File: config.mk
export PLATFORM = sky130hd
export DESIGN_NAME = por_sequencer
export DESIGN_NICKNAME = d
export VERILOG_FILES = /design/src/rtl/por_sequencer.sv
export SDC_FILE = /design/constraint.sdc
export NUM_CORES = 1
export LEC_CHECK = 0
export CORE_MARGIN = 8
export CORE_UTILIZATION = 45
export CTS_BUF_LIST = sky130_fd_sc_hd__clkbuf_4 sky130_fd_sc_hd__clkbuf_8
export DETAILED_ROUTE_END_ITERATION = 16
export MAX_ROUTING_LAYER = met4
export SYNTH_ARGS = -nofsm -noshare
export SYNTH_HDL_FRONTEND = slang
export SYNTH_SLANG_ARGS = --single-unit
File: constraint.sdc
create_clock -name clk -period 3.4 [get_ports clk]
set_clock_uncertainty 0.2 [all_clocks]
set_input_delay 0.68 -clock clk [delete_from_list [all_inputs] [get_ports clk]]
set_output_delay 0.68 -clock clk [all_outputs]
set_load 0.1 [all_outputs]
File: src/rtl/por_sequencer.sv
// por_sequencer: schedules power-on-reset pulses for two redundant units.
// A health fall on an unlocked unit marks it pending. An idle sequencer grants
// one pending unit, holds its POR for a fixed pulse, and then waits a bounded
// time for health to return. Failed recoveries are counted per unit, and a unit
// is locked out once the count reaches the limit. Only one unit is in service
// at a time, so por can never be 11.
module por_sequencer #(
  parameter int POR_PULSE        = 50000000,
  parameter int RECOVERY_TIMEOUT = 250000000,
  parameter int MAX_RETRIES      = 3,
  parameter int CNT_W            = 29
) (
  input  logic       clk,
  input  logic       reset,
  input  logic [1:0] health,
  input  logic [1:0] prime,
  input  logic [1:0] clr_lockout,
  output logic [1:0] por,
  output logic [1:0] lockout,
  output logic [1:0] retry_cnt0,
  output logic [1:0] retry_cnt1,
  output logic       busy,
  output logic       sel
);

  typedef enum logic [1:0] {
    IDLE   = 2'd0,
    ASSERT = 2'd1,
    WAIT   = 2'd2
  } state_t;

  localparam logic [CNT_W-1:0] POR_LAST  = CNT_W'(POR_PULSE - 1);
  localparam logic [CNT_W-1:0] WAIT_LAST = CNT_W'(RECOVERY_TIMEOUT - 1);
  localparam logic [1:0]       MAX_R     = 2'(MAX_RETRIES);

  state_t           state_q, state_d;
  logic [1:0]       por_q, por_d;
  logic [1:0]       lockout_q, lockout_d;
  logic [1:0][1:0]  retry_q, retry_d;
  logic             busy_q, busy_d;
  logic             sel_q, sel_d;
  logic             rr_q, rr_d;
  logic [1:0]       pending_q, pending_d;
  logic [1:0]       health_dly_q, health_dly_d;
  logic [CNT_W-1:0] cnt_q, cnt_d;

  logic [1:0]       fall;
  logic             grant;
  logic [1:0]       retry_next;

  // Next-state logic: fall detection, arbitration, pulse and recovery timing.
  always_comb begin
    state_d      = state_q;
    por_d        = por_q;
    lockout_d    = lockout_q;
    retry_d      = retry_q;
    sel_d        = sel_q;
    rr_d         = rr_q;
    cnt_d        = cnt_q;
    pending_d    = pending_q;
    health_dly_d = health;

    fall = health_dly_q & ~health;

    // A single pending unit wins outright. With both pending, the non-prime
    // unit goes first. When prime cannot decide, the round-robin pointer does.
    if (pending_q == 2'b01) begin
      grant = 1'b0;
    end else if (pending_q == 2'b10) begin
      grant = 1'b1;
    end else if (prime[0] != prime[1]) begin
      grant = prime[0];
    end else begin
      grant = ~rr_q;
    end

    retry_next = (retry_q[sel_q] == MAX_R) ? MAX_R : retry_q[sel_q] + 2'd1;

    for (int i = 0; i < 2; i++) begin
      if (fall[i] && !lockout_q[i] && !(state_q != IDLE && sel_q == 1'(i))) begin
        pending_d[i] = 1'b1;
      end
    end

    case (state_q)
      IDLE: begin
        if (pending_q != 2'b00) begin
          sel_d = grant;
          if (pending_q == 2'b11 && prime[0] == prime[1]) begin
            rr_d = grant;
          end
          if (health[grant]) begin
            pending_d[grant] = 1'b0;
          end else begin
            state_d = ASSERT;
            cnt_d   = '0;
            por_d   = grant ? 2'b10 : 2'b01;
          end
        end
      end
      ASSERT: begin
        if (cnt_q == POR_LAST) begin
          por_d   = 2'b00;
          cnt_d   = '0;
          state_d = WAIT;
        end else begin
          cnt_d = cnt_q + CNT_W'(1);
        end
      end
      WAIT: begin
        if (health[sel_q]) begin
          pending_d[sel_q] = 1'b0;
          retry_d[sel_q]   = 2'd0;
          cnt_d            = '0;
          state_d          = IDLE;
        end else if (cnt_q == WAIT_LAST) begin
          retry_d[sel_q] = retry_next;
          // A lockout that coincides with a clear never takes effect, so the
          // unit stays pending and competes again.
          if (retry_next == MAX_R && !clr_lockout[sel_q]) begin
            lockout_d[sel_q] = 1'b1;
            pending_d[sel_q] = 1'b0;
          end
          cnt_d   = '0;
          state_d = IDLE;
        end else begin
          cnt_d = cnt_q + CNT_W'(1);
        end
      end
      default: begin
        state_d = IDLE;
        por_d   = 2'b00;
        cnt_d   = '0;
      end
    endcase

    for (int i = 0; i < 2; i++) begin
      if (clr_lockout[i]) begin
        lockout_d[i] = 1'b0;
        retry_d[i]   = 2'd0;
      end
    end

    busy_d = (state_d != IDLE);
  end

  // State and registered outputs; the low-active reset drops por at once.
  always_ff @(posedge clk or negedge reset) begin
    if (!reset) begin
      state_q      <= IDLE;
      por_q        <= 2'b00;
      lockout_q    <= 2'b00;
      retry_q      <= '0;
      busy_q       <= 1'b0;
      sel_q        <= 1'b0;
      rr_q         <= 1'b0;
      pending_q    <= 2'b00;
      health_dly_q <= 2'b11;
      cnt_q        <= '0;
    end else begin
      state_q      <= state_d;
      por_q        <= por_d;
      lockout_q    <= lockout_d;
      retry_q      <= retry_d;
      busy_q       <= busy_d;
      sel_q        <= sel_d;
      rr_q         <= rr_d;
      pending_q    <= pending_d;
      health_dly_q <= health_dly_d;
      cnt_q        <= cnt_d;
    end
  end

  assign por        = por_q;
  assign lockout    = lockout_q;
  assign retry_cnt0 = retry_q[0];
  assign retry_cnt1 = retry_q[1];
  assign busy       = busy_q;
  assign sel        = sel_q;

endmodule

==> run metrics, run 1 <==
area of the multi-input gates=~1400 sq um; GRT overflow=0; worst path arrival time=roughly 3.1 ns; Hold Crit Class=reg2reg; Seq/Total Area, Yosys=between 40% and 50%; CP max stage delay=roughly 0.73 ns; largest net degree at the start of global routing=47; Worst R2R Path Depth=7; Clock Latency Late Sink=around 0.30 ns; layout cell share with drive strength beyond 1=12.7%; detailed-route via count=around 2300; final setup vio count=0; DRT iter0 DRCs=~130; Root Buffer=clkbuf_8; fmax=roughly 320 MHz; flops & latches, synth=between 40 and 50; IO Pins=18; GR Util All Layers=16.5%; top-area cell type share of the netlist area=between 40% and 50%; # Max-Cap Violations=0; total wire length=approximately 6.5 mm; final worst-path cycle share=~90%; CP Launch Type=primary input; gp weighted congestion=0.880; maximum vdd drop=approximately 0.36 mV; Die Span Y=approximately 93 microns; Max Transition Viols Final=0; minimum clock period=a little over 3 ns; PD cells=638 nW/um^2; Layout area overhead=14.8%; clock buffer depth=2; DR DRC count=0; Critical Path Fanout Max=16; Leakage Power=approximately 1.3 nW; leading area contributor after synthesis=dfrtp_1; main flop type after synthesis=dfrtp_1; post-CTS sizing=0; vias in the first global route=about 2400; wire per inst=about 17 microns; Max-slew headroom=30.2%; Hold Vio Cnt, Final=0; first-pass GRT wire length=approximately 11 mm; total core area=between 5000 and 6000 sq um; status=complete, no violations; post-CTS setup buffers=0; Avg Inst Size Synth=9.15 sq um; fill count=roughly 550; initial antenna violation count=0; cell count after synthesis=between 200 and 300; Worst Setup End Kind=flip-flop; RSZ-0062 raised after global routing=false; Post-synth EDFFs=0; drt via density=~6.0; hold buffers post-CTS=0; worst-margin pin slew=about 1.0 ns; number of port buffers=17; slowest CP cell=nor2_1; Sequential Area=roughly 1200 sq um; initial cell density of the core=between 40% and 50%; DR pass1 iterations=4; Num CTS Buffers=5; syn nets=between 300 and 400; # nets final=326; Final ANT Viol Nets=0; hold path cells=1; Total Power=~0.0019 W; count of cell types in the netlist=a little under 60; cell chain of the critical path=clkdlybuf4s50_1, a21boi_0, o21ai_0, o221a_2, nor2_1, a22o_1; # clock sinks=46; yosys warns=0; synthesized area=~2700 sq um; Hold Slack=approximately 0.30 ns; Util after Layout=52.6%; diode count=0; Async S/R FF share, synth=100%; Die Wd=between 90 and 100 microns; Rows=28; kind of critical path=in2reg; die area=~8600 sq um; clock transition at the registers of the reported paths=0.09 ns; synth top area cells=dfrtp_1 41%, a22o_1 4.3%, nand3_1 4.1%; CTS HTree Levels=2; CTS tree=yes; Required @ worst endpoint=3.44 ns; hpwl dp=about 4.6 mm
[layout make-up]
cell class / instances / area share [%]
Timing Repair Buffer: 26 / 6.79
Clock buffer: 6 / 2.70
Multi-Input combinational cell: 224 / 46.5
Sequential cell: 46 / 37.7
Tap cell: 75 / 3.07
Clock inverter: 2 / 1.96
Inverter: 10 / 1.23
[cell usage after synthesis (all sizes together), types with 7 or more instances]
cell / number
o21ai: 16
nand3: 22
nor2: 28
inv: 10
nor3: 9
clkbuf: 7
nand4: 7
nand2: 27
a22o: 13
a21oi: 9
dfrtp: 44
[cells in the final DEF (no fill, tap or decap), types with 6 or more instances in the layout]
cell             synthesis  routed
nand2_1                 27      27
nand3_1                 22      22
clkbuf_8                 0       6
a21o_1                   6       6
o21ai_0                 14      14
buf_4                    1      19
clkdlybuf4s50_1          0       6
nor2_1                  28      28
dfrtp_1                 44      44
a21oi_1                  9       9
inv_1                   10      10
nor3_1                   9       9
nand4_1                  7       7
a22o_1                  13      13
[final timing paths]
| check | start | endpoint | slack [ns] |
|---|---|---|---|
| max | prime[0] | cnt_q[14] | 0.30 |
| max reg2reg | cnt_q[7] | cnt_q[13] | 0.44 |
| min in group asynchronous | reset | sel | 0.36 |
| min | cnt_q[28] | cnt_q[28] | 0.30 |
| min reg2reg | cnt_q[28] | cnt_q[28] | 0.30 |
| max in group asynchronous | reset | cnt_q[23] | 2.00 |
[where the power goes]
part	switching [W]	internal (W)	total, W
registers	0.0000728	0.000603	0.000676
logic	0.000519	0.000247	0.000767
clock network	0.000194	0.000314	0.000507
[worst max-delay path: cells and delay by family]
family	cells	cell delay, ns
compound gates	4	1.23
simple gates	1	0.73
buf+inv	1	0.49
[registers in the layout (all words and copies together) (netlist names)]
signal,cells
lockout,2
cnt_q,29
por,2
busy,1
state_q,2
retry_cnt1,2
rr_q,1
retry_cnt0,2
health_dly_q,2
pending_q,2
sel,1
[metal layers]
metal | global-route usage (%) | wire, microns | vias to the layer above
met5 | - | 0 | -
met4 | 5.10 | 87 | 0
met3 | 3.88 | 304 | 9
met2 | 26.9 | 3210 | 46
met1 | 19.6 | 2920 | 1139
li1 | - | - | 1142
[per-stage QoR]
stage | TNS [ns] | cell area (sq um) | worst slack (ns) | std cells
after floorplan | 0 | 2660 | 0.686 | 291
after global placement | 0 | 2920 | 0.0367 | 381
after detailed placement | -0.0711 | 2920 | -0.0143 | 381
after CTS | 0 | 3060 | 0.296 | 389
after global routing | 0 | 3060 | 0.0917 | 389
final | 0 | 3060 | 0.301 | 389
[logic make-up after synthesis]
| kind of cell | Yosys count | synth area share, % |
|---|---|---|
| compound gates | 82 | 22.9 |
| xor+xnor | 6 | 1.97 |
| fa+ha+maj | 5 | 2.35 |
| buf+inv | 21 | 3.24 |
| flops | 46 | 43.3 |
| mux | 3 | 1.17 |
| simple gates | 128 | 25.0 |
(Power assumes the default switching activity.)
==> run 2: changes to the inputs <==
--- a/config.mk
+++ b/config.mk
@@ -9,6 +9,7 @@
 export CORE_UTILIZATION = 45
 export CTS_BUF_LIST = sky130_fd_sc_hd__clkbuf_4 sky130_fd_sc_hd__clkbuf_8
 export DETAILED_ROUTE_END_ITERATION = 16
+export HOLD_SLACK_MARGIN = 0.12
 export MAX_ROUTING_LAYER = met4
 export SYNTH_ARGS = -nofsm -noshare
 export SYNTH_HDL_FRONTEND = slang
==> results of run 2 <==
Final layout, timing and power as in run 1 (identical DEF).
==> run 3: changes to the inputs <==
--- a/config.mk
+++ b/config.mk
@@ -11,6 +11,7 @@
 export DETAILED_ROUTE_END_ITERATION = 16
 export HOLD_SLACK_MARGIN = 0.12
 export MAX_ROUTING_LAYER = met4
+export REMOVE_ABC_BUFFERS = 1
 export SYNTH_ARGS = -nofsm -noshare
 export SYNTH_HDL_FRONTEND = slang
 export SYNTH_SLANG_ARGS = --single-unit
==> run metrics, run 3 (synthesis results as in run 1) <==
wire per inst=16.5 microns (-1.4%); number of flip-flops in the largest register=29 (unchanged); CP Launch Type=primary input; total wire length=6.42 mm (-1.6%); Die Span Y=92.9 microns (unchanged); fmax=324 MHz (+0.44%); CTS HTree Levels=2 (unchanged); Net Sw Frac=42.0% (+1.7 points); hpwl dp=4.50 mm (-1.5%); kind of critical path=in2reg; P_sw=0.000775 W (-1.3%); Critical Path Fanout Max=13 (-3); # clock sinks=46 (unchanged); Critical R2R Capture=cnt_q[7]; initial cell density of the core=45.8% (unchanged); Total Power=0.00185 W (-5.3%); DR DRC count=0 (unchanged); Final ANT Viol Nets=0 (unchanged); Max-slew headroom=31.3% (+1.1 points); # nets final=325 (-0.31%); cell chain of the critical path=clkdlybuf4s50_1, a21boi_0, o21ai_0, o221a_2, nor2_1, a22o_1; Worst Setup End Kind=flip-flop; CP delay by family, top=compound AO/OA/AOI/OAI gates; Hold Vio Cnt, Final=0 (unchanged); Layout area overhead=13.3%; total negative slack=0 ns (unchanged); hold buffers post-CTS=0 (unchanged); first-pass GRT wire length=10.9 mm (-3.5%); final setup vio count=0 (unchanged); Rows=28 (unchanged); worst path bufs/invs=1 (unchanged); DR pass1 iterations=4 (unchanged); DRT iter0 DRCs=162 (+26%); largest net degree at the start of global routing=47 (unchanged); gp weighted congestion=0.862 (-2.1%); Critical R2R Launch=cnt_q[7]; Hold Crit Endpoint=cnt_q[28]; clock share of power=22.0% (-4.0 points); Reg power frac=36.5% (+1.8 points); Gate power share=41.4% (+2.1 points); slowest CP cell=nor2_1; Worst R2R Path Depth=7 (unchanged); Leakage Power=1.24 nW (-1.5%); number of port buffers=17 (unchanged); RSZ-0062 raised after global routing=false; diode count=0 (unchanged); fill count=565 (+2.5%); Most flops, register=cnt_q; hold path cells=1 (unchanged); PD cells=612 nW/um^2 (-4.0%); Die Wd=92.9 microns (unchanged); Max Transition Viols Final=0 (unchanged); die area=8630 sq um (unchanged); vias in the first global route=2145 (-8.8%); worst path arrival time=3.13 ns (about the same); GR Util All Layers=16.1% (-0.42 points); Num CTS Buffers=5 (unchanged); GRT overflow=0 (unchanged); final worst-path cycle share=90.8% (-0.40 points); detailed-route via count=2292 (-1.9%); Hold Crit Class=reg2reg; total core area=5820 sq um (unchanged); worst-margin pin slew=1.03 ns (-0.0169 ns); Internal=0.00107 W (-8.0%); IO Pins=18 (unchanged); most frequent cells in the layout=44 x dfrtp_1, 28 x nor2_1, 27 x nand2_1; clock transition at the registers of the reported paths=0.09 ns (about the same); initial antenna violation count=0 (unchanged); maximum vdd drop=0.388 mV (+8.5%); post-CTS sizing=0 (unchanged); drt via density=5.91 (-1.6%); minimum clock period=3.09 ns (-0.0137 ns); Clock Latency Late Sink=0.31 ns (about the same); clock buffer depth=2 (unchanged); post-CTS setup buffers=0 (unchanged); Root Buffer=clkbuf_8; Required @ worst endpoint=3.45 ns (about the same); # Max-Cap Violations=0 (unchanged); commonest non-fill, non-tap cell in the layout=dfrtp_1; CP max stage delay=0.78 ns (+0.05 ns); layout cell share with drive strength beyond 1=12.5% (-0.28 points); reg-to-reg setup timing slack=0.45 ns (about the same); status=complete, no violations; CTS tree=yes; hold path start=cnt_q[28]
## run 3: cell types whose count changed in the layout (fill, tap and decap cells not counted), sizes merged
| cell | previous run | this run |
|---|---|---|
| clkinv | 0 | 2 |
| clkbuf | 6 | 5 |
| bufinv | 2 | 1 |
| buf | 20 | 19 |
## run 3: area by class of cell
cell class                 count  area, sq um  area share [%]
sequential                    46         1150            38.2
timing repair buffer          25          200            6.64
clock inverter                 3         40.0            1.33
clock buffer                   5         68.8            2.28
inverter                      10         37.5            1.24
tap                           75         93.8            3.11
multi-input combinational    224         1420            47.2
## run 3: worst register-to-register path, delay by kind of cell (launching register included)
family	cells	cell delay (ns)
buffers and inverters	1	0.21
DFF	1	0.48
AOI/OAI and AO/OA	3	0.53
and+or+nand+nor	3	1.43
## run 3: stage by stage
stage                     util, %  setup WS [ns]  cells  instance area, sq um  hold slack, ns
final                        51.9          0.314    388                  3020           0.304
after floorplan                 -        0.00582    280                  2610           0.184
after global routing         51.9         0.0782    388                  3020           0.327
after detailed placement     50.0         0.0173    380                  2910           0.296
after CTS                    51.9          0.329    388                  3020           0.308
after global placement       50.0         0.0111    380                  2910           0.288
## run 3: how the worst max path moves through the flow
stage | from | end | slack, ns | cells after the start
2_1_floorplan | sel | cnt_q[13] | 0.006 | 5
3_3_place_gp | prime[0] | cnt_q[6] | 0.01 | 6
3_5_place_dp | prime[0] | cnt_q[14] | 0.02 | 6
4_1_cts | prime[0] | cnt_q[4] | 0.33 | 6
5_1_grt | prime[0] | cnt_q[4] | 0.08 | 6
6_report | prime[0] | cnt_q[14] | 0.31 | 6
## run 3: power groups by stage
| stage | registers, W | clock network, W | logic [W] |
|---|---|---|---|
| 6_report | 0.000675 | 0.000407 | 0.000765 |
| 5_1_grt | 0.000688 | 0.000440 | 0.000839 |
| 4_1_cts | 0.000675 | 0.000422 | 0.000773 |
| 3_5_place_dp | 0.000686 | 0 | 0.000770 |
| 3_3_place_gp | 0.000686 | 0 | 0.000769 |
| 2_1_floorplan | 0.000833 | 0 | 0.000382 |
## run 3: routing by layer
layer | vias to the layer above | part of all wire (%) | global-route usage (%)
li1 | 1143 | - | -
met1 | 1097 | 51 | 22.7
met2 | 45 | 43 | 22.4
met3 | 7 | 5.4 | 3.32
met4 | 0 | 1.2 | 4.70
met5 | - | 0 | -
